`config.mk`:
```
export PLATFORM = sky130hd
export DESIGN_NAME = alu_issue_ctrl
export DESIGN_NICKNAME = d
export VERILOG_FILES = /design/src/rtl/ctrl_pkg.sv /design/src/rtl/ctrl_decode.sv /design/src/rtl/alu_issue_ctrl.sv
export SDC_FILE = /design/constraint.sdc
export NUM_CORES = 1
export LEC_CHECK = 0
export ABC_AREA = 1
export CAP_MARGIN = 20
export CORE_UTILIZATION = 48
export DETAILED_ROUTE_END_ITERATION = 6
export PLACE_DENSITY = 0.8
export SYNTH_ARGS = -nofsm -noshare
export SYNTH_HDL_FRONTEND = slang
export SYNTH_HIERARCHICAL = 1
export SYNTH_SLANG_ARGS = --single-unit
```
`constraint.sdc`:
```
create_clock -name Clk -period 5.1 [get_ports Clk]
set_input_delay 1.275 -clock Clk [delete_from_list [all_inputs] [get_ports Clk]]
set_output_delay 1.275 -clock Clk [all_outputs]
set_load 0.02 [all_outputs]
```
`src/rtl/ctrl_pkg.sv`:
```
// Shared definitions for the ALU issue sequencer: opcodes, FSM states,
// instruction field positions and the decoded-instruction bundle.
package ctrl_pkg;

  localparam int unsigned OP_W  = 4;
  localparam int unsigned OP_HI = 8;
  localparam int unsigned OP_LO = 5;
  localparam int unsigned RA_HI = 4;
  localparam int unsigned RA_LO = 2;
  localparam int unsigned RB_HI = 1;
  localparam int unsigned RB_LO = 0;
  localparam int unsigned MEM_CNT_W = 4;

  localparam logic [OP_W-1:0] OP_ADD  = 4'b0000;
  localparam logic [OP_W-1:0] OP_SUB  = 4'b0001;
  localparam logic [OP_W-1:0] OP_LD   = 4'b0010;
  localparam logic [OP_W-1:0] OP_ST   = 4'b0011;
  localparam logic [OP_W-1:0] OP_AND  = 4'b0100;
  localparam logic [OP_W-1:0] OP_OR   = 4'b0101;
  localparam logic [OP_W-1:0] OP_XOR  = 4'b0110;
  localparam logic [OP_W-1:0] OP_NOT  = 4'b0111;
  localparam logic [OP_W-1:0] OP_SHL  = 4'b1000;
  localparam logic [OP_W-1:0] OP_SHR  = 4'b1001;
  localparam logic [OP_W-1:0] OP_RST  = 4'b1010;
  localparam logic [OP_W-1:0] OP_HALT = 4'b1011;
  localparam logic [OP_W-1:0] OP_BR   = 4'b1100;
  localparam logic [OP_W-1:0] OP_LT   = 4'b1101;
  localparam logic [OP_W-1:0] OP_EQL  = 4'b1110;
  localparam logic [OP_W-1:0] OP_ILL  = 4'b1111;

  typedef enum logic [2:0] {
    S_IDLE  = 3'd0,
    S_FETCH = 3'd1,
    S_EXEC  = 3'd2,
    S_MEM   = 3'd3,
    S_HALT  = 3'd4
  } state_t;

  typedef struct packed {
    logic is_wb;
    logic is_mem;
    logic is_load;
    logic is_cmp;
    logic is_br;
    logic is_halt;
    logic is_ill;
  } dec_t;

endpackage

```
`src/rtl/ctrl_decode.sv`:
```
// Combinational opcode classifier.
// Ports: op (opcode field of IR) -> dec (instruction class flags).
module ctrl_decode
  import ctrl_pkg::*;
(
  input  logic [OP_W-1:0] op,
  output dec_t            dec
);

  always_comb begin
    dec = '0;
    case (op)
      OP_ADD, OP_SUB, OP_AND, OP_OR, OP_XOR, OP_NOT, OP_SHL, OP_SHR: dec.is_wb = 1'b1;
      OP_LD: begin
        dec.is_mem  = 1'b1;
        dec.is_load = 1'b1;
      end
      OP_ST:          dec.is_mem  = 1'b1;
      OP_LT, OP_EQL:  dec.is_cmp  = 1'b1;
      OP_BR:          dec.is_br   = 1'b1;
      OP_HALT:        dec.is_halt = 1'b1;
      OP_ILL:         dec.is_ill  = 1'b1;
      default: ;
    endcase
  end

endmodule

```
`src/rtl/alu_issue_ctrl.sv`:
```
// Multi-cycle issue/control sequencer for the 8-bit ALU.
// Fetches instruction words over InstValid/InstReady, decodes them into
// AluOp and register selects, sequences writeback, load/store enables,
// conditional branches and halt, and owns the carry and compare flags.
// Ports: Clk, Reset (sync, active-high), Start, InstValid/Inst/InstReady,
//   AluOp/AluCarryIn to ALU, AluOut/AluOverflow/AluZero from ALU,
//   RegRdA/RegRdB/RegWrEn/RegWrSel, MemRdEn/MemWrEn, BranchTaken/BranchTarget,
//   Done, IllegalOp. With PERF_CNT_EN defined: CycleCnt, RetireCnt.
// Control outputs are registered from the next-state values, so they line
// up with the state they belong to; BranchTarget forwards AluOut while
// BranchTaken is high.
module alu_issue_ctrl
  import ctrl_pkg::*;
#(
  parameter int unsigned INST_W   = 9,
  parameter int unsigned DATA_W   = 8,
  parameter int unsigned MEM_WAIT = 1
`ifdef PERF_CNT_EN
  ,
  parameter int unsigned CNT_W    = 16
`endif
) (
  input  logic              Clk,
  input  logic              Reset,
  input  logic              Start,
  input  logic              InstValid,
  input  logic [INST_W-1:0] Inst,
  output logic              InstReady,
  output logic [3:0]        AluOp,
  output logic              AluCarryIn,
  input  logic [DATA_W-1:0] AluOut,
  input  logic              AluOverflow,
  input  logic              AluZero,
  output logic [2:0]        RegRdA,
  output logic [1:0]        RegRdB,
  output logic              RegWrEn,
  output logic              RegWrSel,
  output logic              MemRdEn,
  output logic              MemWrEn,
  output logic              BranchTaken,
  output logic [DATA_W-1:0] BranchTarget,
  output logic              Done,
  output logic              IllegalOp
`ifdef PERF_CNT_EN
  ,
  output logic [CNT_W-1:0]  CycleCnt,
  output logic [CNT_W-1:0]  RetireCnt
`endif
);

  state_t                state, state_d;
  logic [INST_W-1:0]     ir, ir_d;
  logic [MEM_CNT_W-1:0]  mem_cnt, mem_cnt_d;
  logic                  cond, cond_d;
  logic                  carry_d, ill_d;
  logic                  accept;
  dec_t                  dec;

  logic                  inst_ready_d, reg_wr_en_d, reg_wr_sel_d;
  logic                  mem_rd_en_d, mem_wr_en_d, branch_d, done_d;
  logic [3:0]            alu_op_d;
  logic [2:0]            reg_rd_a_d;
  logic [1:0]            reg_rd_b_d;
  logic                  in_op, mem_last;

  // Zero flag is not needed by any sequencing decision.
  logic                  unused_zero;
  assign unused_zero = AluZero;

  assign accept = (state == S_FETCH) && InstValid && InstReady;

  // ir_d equals ir outside FETCH, so one decoder serves both the EXEC
  // actions and the registered outputs of the upcoming state.
  ctrl_decode u_decode (
    .op  (ir_d[OP_HI:OP_LO]),
    .dec (dec)
  );

  // Next state, IR, flags and next-cycle output values.
  always_comb begin
    state_d   = state;
    ir_d      = ir;
    mem_cnt_d = mem_cnt;
    cond_d    = cond;
    carry_d   = AluCarryIn;
    ill_d     = IllegalOp;

    case (state)
      S_IDLE: if (Start) state_d = S_FETCH;
      S_FETCH: begin
        if (accept) begin
          ir_d    = Inst;
          state_d = S_EXEC;
        end
      end
      S_EXEC: begin
        if (ir[OP_HI:OP_LO] == OP_ADD) carry_d = AluOverflow;
        if (ir[OP_HI:OP_LO] == OP_RST) carry_d = 1'b0;
        if (dec.is_cmp) cond_d = AluOut[0];
        if (dec.is_br && cond) cond_d = 1'b0;
        if (dec.is_ill) ill_d = 1'b1;
        if (dec.is_mem) begin
          state_d   = S_MEM;
          mem_cnt_d = MEM_CNT_W'(MEM_WAIT - 1);
        end else if (dec.is_halt) begin
          state_d = S_HALT;
        end else begin
          state_d = S_FETCH;
        end
      end
      S_MEM: begin
        if (mem_cnt == '0) state_d = S_FETCH;
        else mem_cnt_d = mem_cnt - MEM_CNT_W'(1);
      end
      S_HALT: if (Start) state_d = S_FETCH;
      default: state_d = S_IDLE;
    endcase

    in_op        = (state_d == S_EXEC) || (state_d == S_MEM);
    mem_last     = (state_d == S_MEM) && (mem_cnt_d == '0);
    inst_ready_d = (state_d == S_FETCH);
    done_d       = (state_d == S_HALT);
    alu_op_d     = in_op ? ir_d[OP_HI:OP_LO] : 4'd0;
    reg_rd_a_d   = in_op ? ir_d[RA_HI:RA_LO] : 3'd0;
    reg_rd_b_d   = in_op ? ir_d[RB_HI:RB_LO] : 2'd0;
    reg_wr_en_d  = ((state_d == S_EXEC) && dec.is_wb) || (mem_last && dec.is_load);
    reg_wr_sel_d = mem_last && dec.is_load;
    mem_rd_en_d  = (state_d == S_MEM) && dec.is_load;
    mem_wr_en_d  = (state_d == S_MEM) && dec.is_mem && !dec.is_load;
    // cond only changes in EXEC, so entering EXEC sees its settled value.
    branch_d     = (state_d == S_EXEC) && dec.is_br && cond;
  end

  // State, flags and registered outputs.
  always_ff @(posedge Clk) begin
    if (Reset) begin
      state       <= S_IDLE;
      ir          <= '0;
      mem_cnt     <= '0;
      cond        <= 1'b0;
      AluCarryIn  <= 1'b0;
      IllegalOp   <= 1'b0;
      InstReady   <= 1'b0;
      AluOp       <= 4'd0;
      RegRdA      <= 3'd0;
      RegRdB      <= 2'd0;
      RegWrEn     <= 1'b0;
      RegWrSel    <= 1'b0;
      MemRdEn     <= 1'b0;
      MemWrEn     <= 1'b0;
      BranchTaken <= 1'b0;
      Done        <= 1'b0;
    end else begin
      state       <= state_d;
      ir          <= ir_d;
      mem_cnt     <= mem_cnt_d;
      cond        <= cond_d;
      AluCarryIn  <= carry_d;
      IllegalOp   <= ill_d;
      InstReady   <= inst_ready_d;
      AluOp       <= alu_op_d;
      RegRdA      <= reg_rd_a_d;
      RegRdB      <= reg_rd_b_d;
      RegWrEn     <= reg_wr_en_d;
      RegWrSel    <= reg_wr_sel_d;
      MemRdEn     <= mem_rd_en_d;
      MemWrEn     <= mem_wr_en_d;
      BranchTaken <= branch_d;
      Done        <= done_d;
    end
  end

  // Branch LUT index comes straight from the ALU during the branch EXEC cycle.
  assign BranchTarget = BranchTaken ? AluOut : '0;

`ifdef PERF_CNT_EN
  // Saturating activity and retirement counters.
  always_ff @(posedge Clk) begin
    if (Reset) begin
      CycleCnt  <= '0;
      RetireCnt <= '0;
    end else begin
      if ((state != S_IDLE) && (state != S_HALT) && (CycleCnt != '1))
        CycleCnt <= CycleCnt + CNT_W'(1);
      if (accept && (RetireCnt != '1))
        RetireCnt <= RetireCnt + CNT_W'(1);
    end
  end
`endif

endmodule

```
==> flow_summary.json <==
{
  "ys_ff_latch": 35,
  "p_total_mw": 0.4843,
  "hold_class": "flip-flop to flip-flop",
  "core_sq_mm": 0.002853,
  "combPwrFrac": 0.102,
  "synthesis.area_sq_mm": 0.001500,
  "gp_congestion": 0.7977,
  "seq_power_share": 0.578,
  "layout.nets": 277,
  "p_clk_frac": 0.320,
  "p_switching_mw": 0.1266,
  "p_int_mw": 0.3576,
  "start_kind": "input port",
  "synthArstFlopShare": 0,
  "worstRegToRegCells": 15,
  "switching_share": 0.2615,
  "period_needed_ns": 3.726,
  "wl_per_cell_um": 10.34,
  "routed_wl_um": 2946,
  "finalHoldViolations": 0,
  "ys_types": 25,
  "port_buffers": 47,
  "path_cells": "clkdlybuf4s50_1, nand2_1, inv_1, clkdlybuf4s50_1",
  "arrival_ns": 2.45,
  "cts_buffers": 5,
  "hold_path_depth": 2,
  "clock-sinks": 35,
  "vias_per_cell": 4.688,
  "p_leak_nw": 0.9378,
  "crit_cells": 4,
  "fp.dieW_um": 57.91,
  "fmax_mhz": 268.4,
  "netlist_instances": 202,
  "vias": 1336,
  "highest_layer": "met4",
  "synth.most_common_cell": "nand2_1",
  "rows": 19,
  "slew-limit-headroom": 0.4538,
  "ys_seq_area_frac": 0.4671,
  "holdWs_ns": 0.4565,
  "ctsHoldBuffers": 0,
  "worst-setup-path-type": "input port to output port",
  "htree_levels": 2,
  "cts_buffer_depth": 2,
  "grt_max_degree": 23,
  "drt-met1-wl_um": 1452,
  "cts_tree": "yes",
  "vdd_drop_max_mv": 0.2224,
  "grt_pass1_vias": 1187,
  "crit_required_ns": 3.83,
  "antenna_found_initial": 0,
  "post-route-util": 0.7219,
  "fin_skew_ns": 0.01384,
  "slowest_delay_ns": 0.61,
  "groute.usage.overall": 0.1944,
  "synth_edf_count": 0,
  "final-max-slew-violation-count": 0,
  "synth_top_area_share": 0.4671,
  "dp.final_hpwl_um": 2234,
  "setup_viol": 0,
  "start_util": 0.5259,
  "crit_buf_inv": 3,
  "grt-ovfl-total": 0,
  "insertion_delay_ns": 0.34,
  "path_clk_slew_ns": 0.12,
  "cpMostUsedCell": "clkdlybuf4s50_1",
  "cp_max_fo": 1,
  "timing.rr.start": "state[2]",
  "drtIter0Drc": 23,
  "crit_family": "buffers and inverters",
  "ys_warn_count": 6,
  "drc": 0,
  "avgSynthCellArea_sq_um": 7.427,
  "final.setup.tns_ns": 0,
  "num_antenna_cells": 0,
  "die_h_um": 57.91,
  "grt_pass1_wl_um": 4940,
  "worst_r2r_endpoint": "RegWrEn",
  "root_buffer": "clkbuf_4",
  "crit_path_end_kind": "output port",
  "outcome": "finished, final reports clean",
  "drt-pass1-iter-count": 4,
  "dp.cells": 277,
  "cap_violations": 0,
  "ioPinCount": 49,
  "layoutNonFillerInstCount": 285,
  "power.density_mw_per_mm2": 235.2,
  "worst_pin_slew_ns": 0.8167,
  "syn_to_final_growth_pct": 37.28,
  "ctsResizeCount": 0,
  "yosysTopAreaCell": "dfxtp_1",
  "synth_nets": 226,
  "yosys-top-cells-count": "nand2_1, dfxtp_1, nor2_1",
  "fin_crit_sh": 0.7306,
  "met2_length_um": 1322,
  "ys_top_cells_by_area": "dfxtp_1, nand2_1, nor2_1, inv_1, a21oi_1",
  "postCtsSetupBuffers": 0,
  "worstSetupStartpoint": "AluOut[2]",
  "detail-route-antenna-nets": 0,
  "synthFlopType": "dfxtp_1",
  "drive_gt1_frac": 0.08268,
  "wl_met3_um": 148,
  "min_to": "AluCarryIn",
  "grt_setup_unrepaired": "no",
  "dieArea_sq_mm": 0.003353,
  "r2r_setup_slack_ns": 2.62,
  "critPathSlowestCell": "clkdlybuf4s50_1",
  "hold_start": "AluCarryIn"
}
-- power by group through the flow --
stage | clock, mW | sequential (mW) | combinational (mW)
5_1_grt | 0.175 | 0.281 | 0.0542
3_5_place_dp | 0 | 0.286 | 0.0496
4_1_cts | 0.161 | 0.280 | 0.0498
3_3_place_gp | 0 | 0.286 | 0.0490
2_1_floorplan | 0 | 0.287 | 0.0245
6_report | 0.155 | 0.280 | 0.0496
-- worst register-to-register path: stages, from the launching register on --
cell	delay (ns)
dfxtp_1	0.35
inv_1	0.11
nand3_2	0.15
nor2_8	0.21
inv_2	0.15
o21ai_2	0.18
inv_1	0.11
nor3_1	0.36
inv_1	0.10
a21oi_1	0.23
inv_1	0.08
nand2_1	0.08
nand2_1	0.05
nor2_1	0.10
nand3_1	0.10
nand2_1	0.07
-- through the flow --
| step | area, sq um | worst slack [ns] |
|---|---|---|
| CTS | 2059 | 1.370 |
| finish | 2059 | 1.374 |
| global route | 2059 | 1.319 |
| detailed placement | 1998 | 1.344 |
| global placement | 1998 | 1.367 |
| floorplan | 1500 | 2.191 |
-- worst max-delay path by stage --
stage / slack (ns) / to
2_1_floorplan: 2.19 / RegWrEn
3_3_place_gp: 1.37 / BranchTarget[0]
3_5_place_dp: 1.34 / RegWrEn
4_1_cts: 1.37 / BranchTarget[0]
5_1_grt: 1.32 / BranchTarget[0]
6_report: 1.37 / BranchTarget[2]
-- cell usage in the layout, fill, tap and decap left out --
master            n
a21boi_0          1
a21oi_1          11
clkbuf_4          5
clkdlybuf4s50_1  47
clkinvlp_4        2
dfxtp_1          35
ha_1              1
inv_1            33
inv_2             2
inv_6             1
mux2i_1           5
nand2_1          40
nand2_4           2
nand3_1           9
nand3_2           1
nand3b_1          1
nand4_1           2
nor2_1           35
nor2_4            1
nor2_8            1
nor3_1            5
nor4_1            1
o21a_1            1
o21ai_0           4
o21ai_2           4
or2_1             1
or2_2             2
xnor2_1           1
-- flip-flops by register name, indices dropped and copies added (netlist names), 2 cells and up --
| name | flops |
|---|---|
| ir | 9 |
| AluOp | 4 |
| mem_cnt | 4 |
| RegRdA | 3 |
| state | 3 |
| RegRdB | 2 |
-- area by class of cell --
| cell class | count | area, sq um |
|---|---|---|
| multi-input cells | 129 | 656.9 |
| repair buffers | 47 | 470.5 |
| inverters | 35 | 131.4 |
| fillers | 243 | 793.3 |
| clock inverters | 3 | 23.77 |
| well taps | 31 | 38.79 |
| clock buffers | 5 | 37.54 |
| flip-flops and latches | 35 | 700.7 |
-- per-layer routing --
metal  GRT usage  up-vias
li1            -      730
met1      0.2380      572
met2      0.3136       32
met3     0.06027        2
met4     0.08844        0
met5           0        -
-- logic make-up (layout without fill, tap and decap cells) --
logic type               Yosys count  in the layout  synth area share
multiplexers                       5              5           0.03336
adder cells (fa/ha/maj)            1              1          0.008339
buffers and inverters             38             90           0.09508
AND/OR/NAND/NOR                  101            101            0.3069
XOR/XNOR                           1              1          0.005839
flip-flops                        35             35            0.4671
AO/OA/AOI/OAI                     21             21           0.08340
No activity file was read; power rests on OpenSTA's default activity.
==> variant (same settings) <==
Re-encode `state_t` (5 states) as one-hot, 5 bits wide.
--- a/src/rtl/ctrl_pkg.sv
+++ b/src/rtl/ctrl_pkg.sv
@@ -28,12 +28,12 @@
   localparam logic [OP_W-1:0] OP_EQL  = 4'b1110;
   localparam logic [OP_W-1:0] OP_ILL  = 4'b1111;
 
-  typedef enum logic [2:0] {
-    S_IDLE  = 3'd0,
-    S_FETCH = 3'd1,
-    S_EXEC  = 3'd2,
-    S_MEM   = 3'd3,
-    S_HALT  = 3'd4
+  typedef enum logic [4:0] {
+    S_IDLE  = 5'b00001,
+    S_FETCH = 5'b00010,
+    S_EXEC  = 5'b00100,
+    S_MEM   = 5'b01000,
+    S_HALT  = 5'b10000
   } state_t;
 
   typedef struct packed {
Behaviour: no difference found for any inputs over 10 cycles, from zero or initial values and one cycle with Reset high; not proved beyond that.
==> variant against the unedited design <==
Worst setup slack got worse by 0.0054 ns. Area after synthesis increased by 12%. First-iteration DRC count is 150% higher. Sequential cell count grew 2. Power up 22%. Clock power increased by 61%. Final area up 11%. Wire length up 19%.
==> variant: results (changes against the unedited design) <==
<table>
<tr><th>Metric</th><th>Value</th></tr>
<tr><th colspan="2">Placed design</th></tr>
<tr><td>Post-Place Setup Slack</td><td>1.21 ns (-0.129 ns)</td></tr>
<tr><td>Total half-perimeter wirelength after legalization and detailed placement</td><td>2.68 mm (+20%)</td></tr>
<tr><th colspan="2">Final layout</th></tr>
<tr><td>Fill cell count</td><td>301 (+24%)</td></tr>
<tr><td>Layout Nets</td><td>295 (+6.5%)</td></tr>
<tr><td>Non-Filler Instances</td><td>318 (+12%)</td></tr>
<tr><td>Largest registers in the final layout</td><td>ir (9), state (5)</td></tr>
<tr><th colspan="2">Clock tree</th></tr>
<tr><td>Root buffer selected by CTS</td><td>clkbuf_4</td></tr>
<tr><th colspan="2">Timing</th></tr>
<tr><td>Worst hold slack</td><td>0.455 ns (-0.00160 ns)</td></tr>
<tr><td>Crit path setup slack, layout</td><td>1.37 ns (-0.00539 ns)</td></tr>
<tr><td>Largest clock skew in the final design</td><td>0.00560 ns (-0.00824 ns)</td></tr>
<tr><th colspan="2">Yosys</th></tr>
<tr><td>Part of the Yosys area used for sequential elements</td><td>44.2% (-2.5 points)</td></tr>
<tr><td>Top post-synthesis cells by count</td><td>nand2_1 (39), nor2_1 (38), dfxtp_1 (37)</td></tr>
<tr><td>Syn Inst Count</td><td>220 (+8.9%)</td></tr>
<tr><td>Distinct cell type count after synthesis</td><td>29 (+16%)</td></tr>
<tr><td>Net count after synthesis</td><td>244 (+8.0%)</td></tr>
<tr><td>Dominant cells by area after synthesis</td><td>dfxtp_1 (44%), nand2_1 (8.7%), nor2_1 (8.5%), inv_1 (7.2%), nand3_1 (4.8%)</td></tr>
<tr><th colspan="2">Routing</th></tr>
<tr><td>Detailed-route vias per instance</td><td>4.87 (+3.8%)</td></tr>
<tr><td>Wire length reported by the detailed router</td><td>3.50 mm (+19%)</td></tr>
<tr><td>Starting DRT DRC Count</td><td>57 (+150%)</td></tr>
<tr><th colspan="2">Run status</th></tr>
<tr><td>Result of the run</td><td>finished clean</td></tr>
<tr><th colspan="2">Global route</th></tr>
<tr><td>GR Util All Layers</td><td>22.1% (+2.7 points)</td></tr>
<tr><td>Global-route wire length before repair</td><td>5.93 mm (+20%)</td></tr>
<tr><td>Vias in the first global route</td><td>1428 (+20%)</td></tr>
<tr><td>Maximum number of pins on one net before global-route repair</td><td>22 (-4.3%)</td></tr>
<tr><th colspan="2">Setup path</th></tr>
<tr><td>Crit path DAT</td><td>2.46 ns</td></tr>
<tr><td>R2R Setup Slk</td><td>2.39 ns (-0.23 ns)</td></tr>
<tr><td>Largest stage delay on the critical path</td><td>0.59 ns (-0.02 ns)</td></tr>
<tr><th colspan="2">Power</th></tr>
<tr><td>Largest voltage drop on the vdd net</td><td>0.209 mV (-6.2%)</td></tr>
<tr><td>Leak</td><td>1.01 nW (+7.6%)</td></tr>
</table>
[variant: per-stage QoR]
step / cell area (um^2) / total power, W
2_1_floorplan: 1670 / 0.000325
3_3_place_gp: 2190 / 0.000348
3_5_place_dp: 2190 / 0.000349
4_1_cts: 2290 / 0.000596
5_1_grt: 2290 / 0.000612
6_report: 2290 / 0.000590
[variant: layer usage]
layer | global-route usage (%) | up-vias | share of wire, %
met2 | 37.7 | 26 | 50
li1 | - | 799 | -
met1 | 26.7 | 716 | 44
met3 | 6.51 | 7 | 3.8
met4 | 7.47 | 0 | 1.5
met5 | 0 | - | 0
[variant: power by group]
part           leakage (nW)  internal, W  total [W]  switching [W]
clock network        0.0552     0.000152   0.000249      0.0000968
registers             0.299     0.000292   0.000296     0.00000417
logic                 0.655    0.0000231  0.0000456      0.0000225
[variant: layout make-up]
class,instances,share of cell area [%]
multi-input combinational,146,34.4
inverter,34,5.79
tap,46,2.51
clock buffer,5,1.64
timing repair buffer,47,20.5
sequential,37,32.3
clock inverter,3,2.84
[variant: worst paths after layout]
path | depth (start not counted) | end | startpoint
worst max-delay path | 4 | BranchTarget[0] | AluOut[0]
worst min-delay path | 2 | cond | cond
worst max register to register | 15 | RegWrEn | state[3]
worst min register to register | 2 | cond | cond
[variant: cell families (layout without fill, tap and decap cells)]
kind of cell    after synthesis  in the layout  share of synthesized area, %
xor+xnor                      2              2                          1.05
buf+inv                      37             89                          8.67
compound gates               17             17                          6.73
mux                           5              5                          2.99
fa+ha+maj                     1              1                         0.747
flops                        37             37                          44.2
simple gates                121            121                          35.6
[variant: worst min-delay path, stage by stage (launching register included)]
cell and delay, ns:
dfxtp_1 0.33, inv_1 0.05, a21oi_1 0.05
